[src/rtl/steer_en_ctrl_if.sv]
// Load-cell sample bus and rider/steer status for steer_en_ctrl.
// master: drives lft_ld, rght_ld, ld_vld; receives en_steer, rider_off, sm_state.
// slave : receives the samples; drives the status outputs.
//   lft_ld    [LD_W] left load-cell sample, unsigned
//   rght_ld   [LD_W] right load-cell sample, unsigned
//   ld_vld    [1]    one-cycle strobe marking new samples
//   en_steer  [1]    steering enable to balance control
//   rider_off [1]    no rider present
//   sm_state  [2]    state code (IDLE=0, WAIT=1, STEER=2)
interface steer_en_ctrl_if #(
    parameter int unsigned LD_W = 12
);
    logic [LD_W-1:0] lft_ld;
    logic [LD_W-1:0] rght_ld;
    logic            ld_vld;
    logic            en_steer;
    logic            rider_off;
    logic [1:0]      sm_state;

    modport master (
        output lft_ld, rght_ld, ld_vld,
        input  en_steer, rider_off, sm_state
    );

    modport slave (
        input  lft_ld, rght_ld, ld_vld,
        output en_steer, rider_off, sm_state
    );
endinterface

[src/rtl/steer_en_ctrl.sv]
// Rider-detect / steering-enable controller. Registers weight and balance
// flags on each load-cell strobe and runs an IDLE/WAIT/STEER state machine
// that enables steering once a balanced rider has settled for TMR_CYCLES.
// Ports:
//   clk   : 50 MHz clock, the only clock
//   rst_n : asynchronous active-low reset
//   bus   : steer_en_ctrl_if.slave (lft_ld, rght_ld, ld_vld in;
//           en_steer, rider_off, sm_state out, decoded from the state register)
// Build option: define STEP_OFF_DLY_EN to require STEP_OFF_CYCLES consecutive
// clocks of severe imbalance before leaving STEER; undefined leaves on the
// first such clock.
module steer_en_ctrl #(
    parameter int unsigned LD_W            = 12,
    parameter int unsigned MIN_RIDER_WT    = 32'h0000_0200,
    parameter int unsigned HYST            = 32'h0000_0040,
    parameter int unsigned TMR_CYCLES      = 65_000_000,
    parameter int unsigned STEP_OFF_CYCLES = 1_000_000
) (
    input  logic           clk,
    input  logic           rst_n,
    steer_en_ctrl_if.slave bus
);

    localparam int unsigned SUM_W    = LD_W + 1;
    localparam int unsigned TMR_W    = (TMR_CYCLES > 1) ? $clog2(TMR_CYCLES) : 1;
    localparam int unsigned HI_THR   = MIN_RIDER_WT + HYST;
    // Lower threshold only exists when MIN_RIDER_WT-HYST is non-negative.
    localparam bit          LO_VALID = (MIN_RIDER_WT >= HYST);
    localparam int unsigned LO_THR   = LO_VALID ? (MIN_RIDER_WT - HYST) : 0;
    localparam logic [TMR_W-1:0] TMR_MAX = TMR_W'(TMR_CYCLES - 1);

    // Zero-length timers would underflow the terminal counts.
    if (TMR_CYCLES == 0 || STEP_OFF_CYCLES == 0) begin : g_bad_param
        $error("steer_en_ctrl: TMR_CYCLES and STEP_OFF_CYCLES must be non-zero");
    end

    typedef enum logic [1:0] {
        ST_IDLE  = 2'd0,
        ST_WAIT  = 2'd1,
        ST_STEER = 2'd2
    } state_t;

    typedef struct packed {
        logic sum_gt_min;
        logic sum_lt_min;
        logic diff_gt_1_4;
        logic diff_gt_15_16;
    } flags_t;

    state_t           state_q, state_d;
    flags_t           flags_q, flags_d;
    logic [TMR_W-1:0] tmr_q, tmr_d;

    logic [SUM_W-1:0] sum_c;
    logic [LD_W-1:0]  diff_c;
    logic             tmr_full_c;
    logic             clr_tmr_c;
    logic             step_off_c;

    // Sum at full width so two full-scale samples cannot wrap.
    assign sum_c  = SUM_W'(bus.lft_ld) + SUM_W'(bus.rght_ld);
    assign diff_c = (bus.lft_ld >= bus.rght_ld) ? (bus.lft_ld - bus.rght_ld)
                                                : (bus.rght_ld - bus.lft_ld);

    // Flags update only on a strobe and hold between samples.
    always_comb begin
        flags_d = flags_q;
        if (bus.ld_vld) begin
            flags_d.sum_gt_min    = (32'(sum_c) > HI_THR);
            flags_d.sum_lt_min    = LO_VALID && (32'(sum_c) < LO_THR);
            flags_d.diff_gt_1_4   = (SUM_W'(diff_c) > (sum_c >> 2));
            flags_d.diff_gt_15_16 = (SUM_W'(diff_c) > (sum_c - (sum_c >> 4)));
        end
    end

    assign tmr_full_c = (tmr_q == TMR_MAX);

`ifdef STEP_OFF_DLY_EN
    localparam int unsigned SO_W = (STEP_OFF_CYCLES > 1) ? $clog2(STEP_OFF_CYCLES + 1) : 1;
    localparam logic [SO_W-1:0] SO_MAX = SO_W'(STEP_OFF_CYCLES - 1);

    logic [SO_W-1:0] so_q, so_d;

    // Counts consecutive STEER clocks with severe imbalance.
    always_comb begin
        so_d = so_q;
        if (state_q != ST_STEER || !flags_q.diff_gt_15_16) begin
            so_d = '0;
        end else if (so_q != SO_MAX) begin
            so_d = so_q + SO_W'(1);
        end
    end

    // Leave on the clock that completes STEP_OFF_CYCLES held clocks.
    assign step_off_c = flags_q.diff_gt_15_16 && (so_q == SO_MAX);
`else
    assign step_off_c = flags_q.diff_gt_15_16;
`endif

    // Next-state logic; if/else order encodes transition priority.
    always_comb begin
        state_d   = state_q;
        clr_tmr_c = 1'b0;
        case (state_q)
            ST_IDLE: begin
                if (flags_q.sum_gt_min) begin
                    state_d   = ST_WAIT;
                    clr_tmr_c = 1'b1;
                end
            end
            ST_WAIT: begin
                if (flags_q.sum_lt_min) begin
                    state_d = ST_IDLE;
                end else if (flags_q.diff_gt_1_4) begin
                    clr_tmr_c = 1'b1;
                end else if (tmr_full_c) begin
                    state_d = ST_STEER;
                end
            end
            ST_STEER: begin
                if (flags_q.sum_lt_min) begin
                    state_d = ST_IDLE;
                end else if (step_off_c) begin
                    state_d   = ST_WAIT;
                    clr_tmr_c = 1'b1;
                end
            end
            default: begin
                state_d = ST_IDLE;
            end
        endcase
    end

    // Settle timer: runs only in WAIT, saturating at its terminal count.
    always_comb begin
        tmr_d = tmr_q;
        if (clr_tmr_c) begin
            tmr_d = '0;
        end else if (state_q == ST_WAIT && !tmr_full_c) begin
            tmr_d = tmr_q + TMR_W'(1);
        end
    end

    always_ff @(posedge clk or negedge rst_n) begin
        if (!rst_n) begin
            state_q <= ST_IDLE;
            flags_q <= '0;
            tmr_q   <= '0;
`ifdef STEP_OFF_DLY_EN
            so_q    <= '0;
`endif
        end else begin
            state_q <= state_d;
            flags_q <= flags_d;
            tmr_q   <= tmr_d;
`ifdef STEP_OFF_DLY_EN
            so_q    <= so_d;
`endif
        end
    end

    // Moore decode straight from the state flop, so reset clears en_steer at once.
    assign bus.en_steer  = (state_q == ST_STEER);
    assign bus.rider_off = (state_q == ST_IDLE);
    assign bus.sm_state  = state_q;

endmodule

[src/flat_wrapper.sv]
// flat-port wrapper written by rule: the top's interface ports become plain ports
module steer_en_ctrl_flat 
#(
    parameter int unsigned LD_W            = 12,
    parameter int unsigned MIN_RIDER_WT    = 32'h0000_0200,
    parameter int unsigned HYST            = 32'h0000_0040,
    parameter int unsigned TMR_CYCLES      = 65_000_000,
    parameter int unsigned STEP_OFF_CYCLES = 1_000_000
)
  (clk, rst_n, bus_lft_ld, bus_rght_ld, bus_ld_vld, bus_en_steer, bus_rider_off, bus_sm_state);
  steer_en_ctrl_if #(.LD_W(LD_W)) bus_i ();
  input  logic clk;
  input  logic rst_n;
  input wire logic [$bits(bus_i.lft_ld)-1:0] bus_lft_ld;
  input wire logic [$bits(bus_i.rght_ld)-1:0] bus_rght_ld;
  input wire logic [$bits(bus_i.ld_vld)-1:0] bus_ld_vld;
  output wire logic [$bits(bus_i.en_steer)-1:0] bus_en_steer;
  output wire logic [$bits(bus_i.rider_off)-1:0] bus_rider_off;
  output wire logic [$bits(bus_i.sm_state)-1:0] bus_sm_state;
  assign bus_i.lft_ld = bus_lft_ld;
  assign bus_i.rght_ld = bus_rght_ld;
  assign bus_i.ld_vld = bus_ld_vld;
  assign bus_en_steer = bus_i.en_steer;
  assign bus_rider_off = bus_i.rider_off;
  assign bus_sm_state = bus_i.sm_state;
  steer_en_ctrl #(.LD_W(LD_W), .MIN_RIDER_WT(MIN_RIDER_WT), .HYST(HYST), .TMR_CYCLES(TMR_CYCLES), .STEP_OFF_CYCLES(STEP_OFF_CYCLES)) u_core (.clk(clk), .rst_n(rst_n), .bus(bus_i));
endmodule
[config.mk]
export PLATFORM = sky130hd
export DESIGN_NAME = steer_en_ctrl_flat
export DESIGN_NICKNAME = d
export VERILOG_FILES = /design/src/rtl/steer_en_ctrl_if.sv /design/src/rtl/steer_en_ctrl.sv /design/src/flat_wrapper.sv
export SDC_FILE = /design/constraint.sdc
export NUM_CORES = 1
export LEC_CHECK = 0
export ABC_AREA = 1
export CORE_MARGIN = 3
export CORE_UTILIZATION = 62
export CTS_CLUSTER_DIAMETER = 150
export DETAILED_ROUTE_END_ITERATION = 8
export PLACE_DENSITY_LB_ADDON = 0.2
export SETUP_SLACK_MARGIN = 0.15
export SLEW_MARGIN = 10
export SYNTH_ARGS = -nofsm -noshare
export SYNTH_HDL_FRONTEND = slang
export SYNTH_SLANG_ARGS = --single-unit
[constraint.sdc]
create_clock -name clk -period 4.15 [get_ports clk]
set_input_delay 0.415 -clock clk [delete_from_list [all_inputs] [get_ports clk]]
set_output_delay 0.415 -clock clk [all_outputs]
set_load 0.01 [all_outputs]
Word level (Yosys, flattened, before mapping) --
Index checks and enable logic that the tools add are counted. W data, S select, Z words.
Cells by class: add/subtract/negate cells 5, magnitude comparators 5, eq/ne operators 7, mux-type cells 16, reductions and logical operators 5
Operators by type and width (count):
- $mux W26 | 2
- $add A26 B1 Y26 const B | 1
- $eq A26 B26 Y1 const B | 1
- $sub A12 B12 Y12 | 2
- $add A12 B12 Y13 | 1
- $gt A12 B13 Y1 | 1
- $gt A13 B10 Y1 const B | 1
- $lt A13 B9 Y1 const B | 1
- $sub A13 B9 Y13 | 1
- $ge A12 B12 Y1 | 1
- $gt A12 B11 Y1 | 1
- $mux W12 | 1
- $mux W2 | 6
- $ne A3 B1 Y1 const B | 2
- $pmux W2 S3 | 1
- $mux W1 | 5
- $reduce_and A4 Y1 | 1
- $ne A3 B2 Y1 const B | 1
- $pmux W1 S3 | 1
- $eq A2 B1 Y1 const B | 1
- $eq A2 B2 Y1 const B | 1
- $logic_not A2 Y1 | 1
- $ne A2 B1 Y1 const B | 1
- $reduce_bool A2 Y1 | 1
- 2 further kinds | 2
Word-level totals: flip-flop bits (word level) 32, input bits 27, logic and storage cells 44

Depth between registers and ports, before layout --
Gate-level depths: netlist of the first run.
word-level depth 5, mapped depth 28

Worst setup path before layout of the first run --
Ideal clock, no wire load.
path type in2reg, start input port bus_rght_ld[0], end register u_core.flags_q (netlist bit u_core.step_off_c), data arrival time 3.519 ns, required time 4.033 ns, setup slack 0.514 ns, cell stages on the path 25, buffers on the path 0, cell sequence ha_1 -> inv_1 -> fa_1 -> inv_1 -> nand3_1 -> nand3_2 -> clkinv_1 -> nand2_1 -> nand2_1 -> ha_1 -> nand2_1 -> o21ai_0 -> nand3_2 -> nand2_2 -> nand2_1 -> nand2_2 -> nand2_2 -> nand4_1 -> nand2_1 -> ha_1 -> nand3_1 -> o41ai_1 -> a21oi_1 -> nand3_1 -> nand2_1
Between the ends: longest elaborated chain between the ends 3, elaborated cells on any way between the ends 7, those cells by class add/sub (4); order compare (2); mux (1)
Ends and longest elaborated chain:
- start: declaration | RTL line flat_wrapper.sv:15 | input wire logic [$bits(bus_i.rght_ld)-1:0] bus_rght_ld;
- $add A12 B12 Y13 (tied with other cells) | RTL line steer_en_ctrl.sv:61 | assign sum_c = SUM_W'(bus.lft_ld) + SUM_W'(bus.rght_ld);
- $sub A13 B9 Y13 or $mux W12 (tied branches) | RTL line steer_en_ctrl.sv:72, steer_en_ctrl.sv:62
- $gt A12 B13 Y1 (*) | RTL line steer_en_ctrl.sv:72 | flags_d.diff_gt_15_16 = (SUM_W'(diff_c) > (sum_c - (sum_c >> 4)));
- end signal: assignment | RTL line steer_en_ctrl.sv:154 | flags_q <= flags_d;
- end: declaration | RTL line steer_en_ctrl.sv:51 | flags_t flags_q, flags_d;
Every way passes the cells marked *; elsewhere a longest branch is shown, timed or not. A chain may end at the register's enable or synchronous reset.

Final worst setup path of the first run --
start input port bus_rght_ld[4], end register u_core.flags_q (netlist bit u_core.step_off_c)
The elaborated chain is that of the path after synthesis.

==> out/results.txt, run 1 <==
CTS H-tree depth: 2
Register area share after synthesis: 15.4%
Area contributors post-synth: nand2_1, ha_1, dfrtp_1, inv_1, nand3_1
Critical path class: in2reg
Starting Density: 65.6%
Grt total ovfl: 0
IR Drop Worst-Case VDD: 307 uV
Number of synthesized register bits: 32
Period utilization: 94.7%
Syn_nets: 945
Initial antenna violation count: 0
Io pins: 31
RSZ-0062 raised after global routing: no
Area leader, netlist: nand2_1
Post-synth ARST share: 100%
Critical Path End Type: flop
PnR worst setup slack: 0.219 ns
Slew Limit Headroom: 63.8%
Top-count cell post-synth: nand2_1
Initial DRC count: 681
Place WS: -0.398 ns
DR WL/cell: 17.5 um
DRT Wirelength: 18,700 um
Final hold viol count: 0
DRT Pass-1 Iters: 7
Worst-path fanout max: 4
PwrDens: 366 nW/um2
Final slew viol count: 0
Core Rows: 32
Hold bufs inserted after CTS: 0
DRC viols: 0
Critical path arrival: 4.17 ns
F_max: 254 MHz
Worst hold slack: 0.517 ns
Post-route ant nets: 0
Run status: finished, final reports clean
Post-Syn Area: 5200 um2
Clock Tree Root: clkbuf_8
Layout area overhead: 31.5%
Chip width: 97.6 um
Fill cells: 463
Die area: 9530 um2
Max Root-Sink Buffers: 2
EDFF count, synth: 0
Most used DFF post-synth: dfrtp_1
Vias in the first global route: 6,004
Mapped Cells: 849
CTS tree: built
Fin util: 86.3%
First-pass GRT wire length: 27,300 um
Fin crit period: 3.93 ns
Die Ht: 97.6 um
Worst min path class: in2async
Number of antenna diodes: 0
Leakage: 3.57 nW
Post-synth top cells: nand2_1, inv_1, nand3_1, ha_1, nor2_1
Number of max-cap violations: 0
Slowest CP cell: clkdlybuf4s50_1
GRT Total Usage: 34.5%
Clock skew: 0.0109 ns
Vias/cell: 6.16
Num CTS Buffers: 5
Final number of setup-violating endpoints: 0
Synth unique cells: 48
Total core area: 7930 um2
Syn. warnings: 0
Post-layout nets: 1,061
Sink Count: 32
Via count: 6,575
Clock Pin Slew Worst Setup and Hold Paths: 0.08 ns
GPL Wtd Cong: 0.967
Layout cells sized above 1: 23.6%
Crit path largest cell delay: 0.49 ns
HPWL after DPL: 13,300 um
Avg Synthesized Cell Area: 6.13 um2
Worst-Margin Slew: 0.542 ns
Clk_lat worst skew: 0.30 ns
Pin count of the biggest net entering global routing: 33
Synth top area share: 18.0%
Worst Path Required: 4.38 ns
Crit start category: primary input
# port buffers: 30
## kinds of logic (layout without fill, tap and decap cells)
family	Yosys count	count (layout)	share of synthesized area, %
buffers and inverters	165	282	13.1
XOR/XNOR	22	22	3.85
multiplexers	1	1	0.192
AND/OR/NAND/NOR	466	466	39.8
flip-flops	32	32	15.4
AO/OA/AOI/OAI	94	94	10.5
adder cells (fa/ha/maj)	69	69	17.2
## worst max-delay path, delay by kind of cell
family	cells	cell delay, ns
AO/OA/AOI/OAI	3	0.50
XOR/XNOR	1	0.12
adder cells (fa/ha/maj)	3	0.97
buffers and inverters	5	0.84
AND/OR/NAND/NOR	14	1.31
## placed cells by master, fill, tap and decap left out, types with 5 or more instances in the layout
cell type,instances
nand2_1,226
nand2_2,32
o21ai_0,21
xor2_1,17
nor2_1,60
nor2_2,8
a21oi_2,10
inv_1,129
clkdlybuf4s50_1,17
buf_4,90
ha_1,44
dlymetal6s2s_1,13
o31ai_1,6
inv_2,20
dfrtp_1,32
nand3_2,11
nor4_1,6
clkbuf_8,5
nor3_1,10
a21oi_1,36
nand4_1,19
nand3_1,72
nor2_4,6
ha_4,17
## power by group
part           internal, W  switching, W
combinational     0.000726       0.00111
clock             0.000178      0.000130
sequential        0.000338     0.0000240
## final cells by class
class | count | area, um2 | area share, %
multi-input combinational | 652 | 4190 | 61.2
sequential | 32 | 801 | 11.7
inverter | 152 | 576 | 8.41
clock buffer | 5 | 68.8 | 1.01
tap | 102 | 128 | 1.87
timing repair buffer | 122 | 1040 | 15.2
clock inverter | 3 | 42.5 | 0.622
## what timing repair did
item / in CTS / in global routing
gates resized for setup: 19 / 98
endpoints found under the hold margin: 0 / 0
buffers inserted: 1 / 8
endpoints found under the setup margin: 1 / 2
pin swaps: 3 / 35
## flip-flops by register name (all words and copies together) (netlist names)
signal / count
u_core.step_off_c: 1
u_core.flags_q: 3
u_core.tmr_q: 26
u_core.bus.sm_state: 2
## per-layer routing
metal / global-route usage [%] / vias up / part of all wire (%)
met1: 43.7 / 2969 / 36
met4: 11.7 / 0 / 5.0
met2: 58.2 / 532 / 47
li1: - / 2955 / -
met5: 0 / - / 0
met3: 6.96 / 119 / 12
## stage by stage
stage	total power (W)	setup TNS [ns]	instances	cell area (um2)
floorplan	0.00133	0	849	5200
global placement	0.00179	-0.154	1051	6160
detailed placement	0.00185	-0.398	1051	6160
CTS	0.00223	0	1060	6350
global route	0.00266	0	1068	6840
finish	0.00250	0	1068	6840
## worst paths after layout
path / startpoint / end / slack (ns) / cells past startpoint
setup / recovery: bus_rght_ld[4] / u_core.step_off_c$_DFFE_PN0P_ / 0.22 / 26
setup reg to reg: u_core.tmr_q[17]$_DFFE_PN0P_ / u_core.tmr_q[10]$_DFFE_PN0P_ / 1.56 / 13
hold reg to reg: u_core.flags_q[1]$_DFFE_PN0P_ / u_core.flags_q[1]$_DFFE_PN0P_ / 0.53 / 2
max in group asynchronous: rst_n / u_core.tmr_q[1]$_DFFE_PN0P_ / 3.32 / 2
min in group clk: u_core.flags_q[1]$_DFFE_PN0P_ / u_core.flags_q[1]$_DFFE_PN0P_ / 0.53 / 2
hold / removal: rst_n / u_core.tmr_q[14]$_DFFE_PN0P_ / 0.52 / 2
Note: power is estimated with default switching activity, not from simulation.
==> run 2: changes to the inputs <==
CELL_PAD_IN_SITES_DETAIL_PLACEMENT = 1   (was not set)
CELL_PAD_IN_SITES_GLOBAL_PLACEMENT = 1   (was not set)
CORE_UTILIZATION = 47   (was 62)
==> run 2 against run 1 <==
The flow now stops in global routing; synthesized cell count unchanged; area after synthesis unchanged.
==> out/results.txt, run 2 <==
Area leader, netlist: nand2_1 (unchanged)
GPL Wtd Cong: 0.982 (was 0.967)
Initial antenna violation count: 1
Num CTS Buffers: 5 (unchanged)
Die Ht: 111 um (was 97.6 um)
Last stage reached: global routing
Max Root-Sink Buffers: 2 (unchanged)
Post-synth top cells: nand2_1, inv_1, nand3_1, ha_1, nor2_1 (unchanged)
Post-Syn Area: 5200 um2 (unchanged)
Post-GRT worst EP: u_core.step_off_c$_DFFE_PN0P_/D
Stop err: [ERROR DPL-0033] detailed placement checks failed during check placement.
Top-count cell post-synth: nand2_1 (unchanged)
# port buffers: 30 (unchanged)
Io pins: 31 (unchanged)
Register area share after synthesis: 15.4% (unchanged)
Core Rows: 37 (was 32)
Placed instance count: 1,087 (was 1,051)
Synth unique cells: 48 (unchanged)
Synth top area share: 18.0% (unchanged)
Area contributors post-synth: nand2_1, ha_1, dfrtp_1, inv_1, nand3_1 (unchanged)
HPWL after DPL: 17,200 um (was 13,300 um)
Starting Density: 49.3% (was 65.6%)
Most used DFF post-synth: dfrtp_1 (unchanged)
Sink Count: 32 (unchanged)
Mapped Cells: 849 (unchanged)
Hold bufs inserted after CTS: 0 (unchanged)
Avg Synthesized Cell Area: 6.13 um2 (unchanged)
Syn. warnings: 0 (unchanged)
CTS H-tree depth: 2 (unchanged)
Number of synthesized register bits: 32 (unchanged)
Pin count of the biggest net entering global routing: 33
Syn_nets: 945 (unchanged)
Clock Tree Root: clkbuf_8 (unchanged)
Post-synth ARST share: 100% (unchanged)
Chip width: 111 um (was 97.6 um)
Kind of the worst endpoint: register data pin
EDFF count, synth: 0 (unchanged)
Run status: did not finish (was finished, final reports clean)
[run 2: cell counts after synthesis]
No cell type changed its count.
[run 2: per-stage QoR]
| step | worst slack, ns | cell area (um2) | hold slack (ns) | util [%] | setup TNS, ns |
|---|---|---|---|---|---|
| 3_5_place_dp | -0.516 | 6200 | 0.484 | 58.8 | -0.582 |
| 4_1_cts | 0.153 | 6490 | 0.501 | 61.5 | 0 |
| 3_3_place_gp | -0.0729 | 6200 | 0.475 | 58.8 | -0.0729 |
| 2_1_floorplan | 0.514 | 5200 | 0.119 | - | 0 |
[run 2: kinds of logic after synthesis]
| family | after synthesis | share of synthesized area [%] |
|---|---|---|
| buffers and inverters | 165 | 13.1 |
| AOI/OAI and AO/OA | 94 | 10.5 |
| adders and majority gates | 69 | 17.2 |
| xor gates and xnor gates | 22 | 3.85 |
| muxes | 1 | 0.192 |
| DFF | 32 | 15.4 |
| and+or+nand+nor | 466 | 39.8 |
[run 2: repair_timing]
| action | CTS |
|---|---|
| endpoints found under the setup margin | 1 |
| setup buffers | 6 |
| pin swaps | 18 |
| cloned | 0 |
| gates resized for setup | 41 |
==> run 3: changes to the inputs <==
CELL_PAD_IN_SITES_DETAIL_PLACEMENT = not set   (was 1)
CELL_PAD_IN_SITES_GLOBAL_PLACEMENT = not set   (was 1)
CORE_UTILIZATION = 40   (was 47)
CTS_CLUSTER_DIAMETER = not set   (was 150)
PLACE_DENSITY_LB_ADDON = 0.15   (was 0.2)
SETUP_SLACK_MARGIN = not set   (was 0.15)
==> run 3 against run 2 <==
The flow now finishes without violations.
==> out/results.txt, run 3 (synthesis results as in run 1) <==
Run status: finished, final reports clean (was did not finish)
Fill cells: 1,319
DRC viols: 0
Grt total ovfl: 0
Reg2Reg Capture Point: u_core.tmr_q[24]$_DFFE_PN0P_
Chip width: 120 um (was 111 um)
Switch share: 45.2%
Hold_sp: u_core.tmr_q[18]$_DFFE_PN0P_
Worst Path Required: 4.32 ns
Switching pwr: 0.00109 W
Core Rows: 41 (was 37)
Starting Density: 41.1% (was 49.3%)
GPL Wtd Cong: 0.904 (was 0.982)
Max reg flops: 26
DR WL/cell: 12.8 um
Worst min path class: reg2reg
Worst hold slack: 0.504 ns
Leakage: 3.50 nW
Vias in the first global route: 5,178
Clk_lat worst skew: 0.28 ns
Slew Limit Headroom: 62.5%
F_max: 262 MHz
Final number of setup-violating endpoints: 0
Commonest non-fill, non-tap cell in the layout: nand2_1
HPWL after DPL: 12,500 um (was 17,200 um)
Die Ht: 120 um (was 111 um)
Flop-to-flop setup slack: 1.64 ns
Tot Pwr: 0.00241 W
Die area: 14,400 um2
Critical Path End Type: flop
Layout cells sized above 1: 20.3%
Io pins: 31 (unchanged)
Max Root-Sink Buffers: 2 (unchanged)
Post-route ant nets: 0
# port buffers: 30 (unchanged)
R2R cell count: 10
CTS tree: built
Biggest register: u_core.tmr_q
Number of antenna diodes: 0
DRT Wirelength: 14,800 um
RR Startpoint: u_core.tmr_q[1]$_DFFE_PN0P_
Layout area overhead: 30.7%
Worst-path fanout max: 3
Worst Hold End: u_core.tmr_q[18]$_DFFE_PN0P_
Critical path arrival: 3.99 ns
PwrDens: 355 nW/um2
Post-layout nets: 1,078
Clock Tree Root: clkbuf_16 (was clkbuf_8)
RSZ-0062 raised after global routing: no
Fin crit period: 3.81 ns
Crit start category: primary input
DRT Pass-1 Iters: 5
IR Drop Worst-Case VDD: 167 uV
Hold Path Cell Cnt: 1
Hold bufs inserted after CTS: 0 (unchanged)
Sink Count: 32 (unchanged)
Clock Pin Slew Worst Setup and Hold Paths: 0.06 ns
Logic gate share of total power: 67.6%
Pin count of the biggest net entering global routing: 33
Num CTS Buffers: 5 (unchanged)
Most frequent cells in the layout: nand2_1, inv_1, buf_4, nand3_1, nor2_1
Vias/cell: 4.89
Final setup TNS: 0 ns
Final slew viol count: 0
First-pass GRT wire length: 24,500 um
Initial DRC count: 379
GRT Total Usage: 20.5%
Sequential share of power: 14.9%
Post-route cell area: 6800 um2
Initial antenna violation count: 0
Critical path class: in2reg
Number of max-cap violations: 0
DP Area: 6410 um2 (was 6200 um2)
Clk network pwr share: 17.5%
Worst-Margin Slew: 0.562 ns
Internal power: 0.00132 W
Total core area: 12,700 um2
Clock skew: 0.00484 ns
CTS H-tree depth: 2 (unchanged)
Period utilization: 91.9%
Fin util: 53.7%
Final hold viol count: 0
Via count: 5,643
==> run 3: area by class of cell <==
| class | count | area [um2] | share of cell area [%] |
|---|---|---|---|
| Timing Repair Buffer | 138 | 1110 | 16.3 |
| Clock inverter | 3 | 42.5 | 0.626 |
| Sequential cell | 32 | 801 | 11.8 |
| Tap cell | 172 | 215 | 3.16 |
| Multi-Input combinational cell | 653 | 3930 | 57.8 |
| Inverter | 152 | 573 | 8.43 |
| Clock buffer | 5 | 125 | 1.84 |
==> run 3: power groups by stage <==
| stage | Sequential [W] | Combinational [W] | Clock (W) |
|---|---|---|---|
| 3_5_place_dp | 0.000365 | 0.00153 | 0 |
| 5_1_grt | 0.000363 | 0.00184 | 0.000439 |
| 4_1_cts | 0.000360 | 0.00153 | 0.000426 |
| 6_report | 0.000360 | 0.00163 | 0.000422 |
| 2_1_floorplan | 0.000365 | 0.000960 | 0 |
| 3_3_place_gp | 0.000364 | 0.00152 | 0 |
==> run 3: what timing repair did <==
| action | in CTS | in global routing |
|---|---|---|
| gates resized for setup | 0 | 42 |
| endpoints found under the setup margin | 0 | 2 |
| setup buffers | 0 | 1 |
==> run 3: through the flow <==
| stage | setup WS [ns] | std cells |
|---|---|---|
| after CTS | 0.105 | 1153 |
| final | 0.335 | 1155 |
| after detailed placement | -0.168 | 1145 |
| after global placement | -0.0834 | 1145 |
| after global routing | 0.00145 | 1155 |
| after floorplan | 0.514 | 849 |
==> run 3: worst max-delay path by stage <==
stage	start	endpoint	slack, ns	cells past startpoint
final	bus_rght_ld[0]	u_core.step_off_c$_DFFE_PN0P_	0.34	24
after global routing	bus_rght_ld[0]	u_core.step_off_c$_DFFE_PN0P_	0.001	27
after CTS	bus_rght_ld[0]	u_core.step_off_c$_DFFE_PN0P_	0.11	26
after detailed placement	bus_rght_ld[0]	u_core.step_off_c$_DFFE_PN0P_	-0.17	26
after global placement	bus_rght_ld[3]	u_core.step_off_c$_DFFE_PN0P_	-0.08	24
after floorplan	bus_rght_ld[0]	u_core.step_off_c$_DFFE_PN0P_	0.51	25
==> run 3: critical path, cell delays in order <==
cell	delay (ns)
clkdlybuf4s50_1	0.48
ha_2	0.19
inv_1	0.05
fa_2	0.34
inv_2	0.07
nand2_1	0.07
nand4_1	0.07
nand2_1	0.08
ha_2	0.20
fa_1	0.38
nor2_1	0.11
nand3_1	0.09
nand2_2	0.09
nand2_1	0.07
nand2_1	0.07
nand3_1	0.09
nand2_1	0.11
xor2_2	0.09
ha_4	0.27
nand3_1	0.08
o41ai_2	0.35
a21oi_1	0.07
nand3_1	0.08
nand2_1	0.04
==> run 3: per-layer routing <==
metal	vias up	share of wire [%]	GRT usage (%)
li1	2995	-	-
met1	2543	53	31.1
met2	94	44	32.5
met3	11	2.7	1.65
met4	0	0.66	2.93
met5	-	0	0
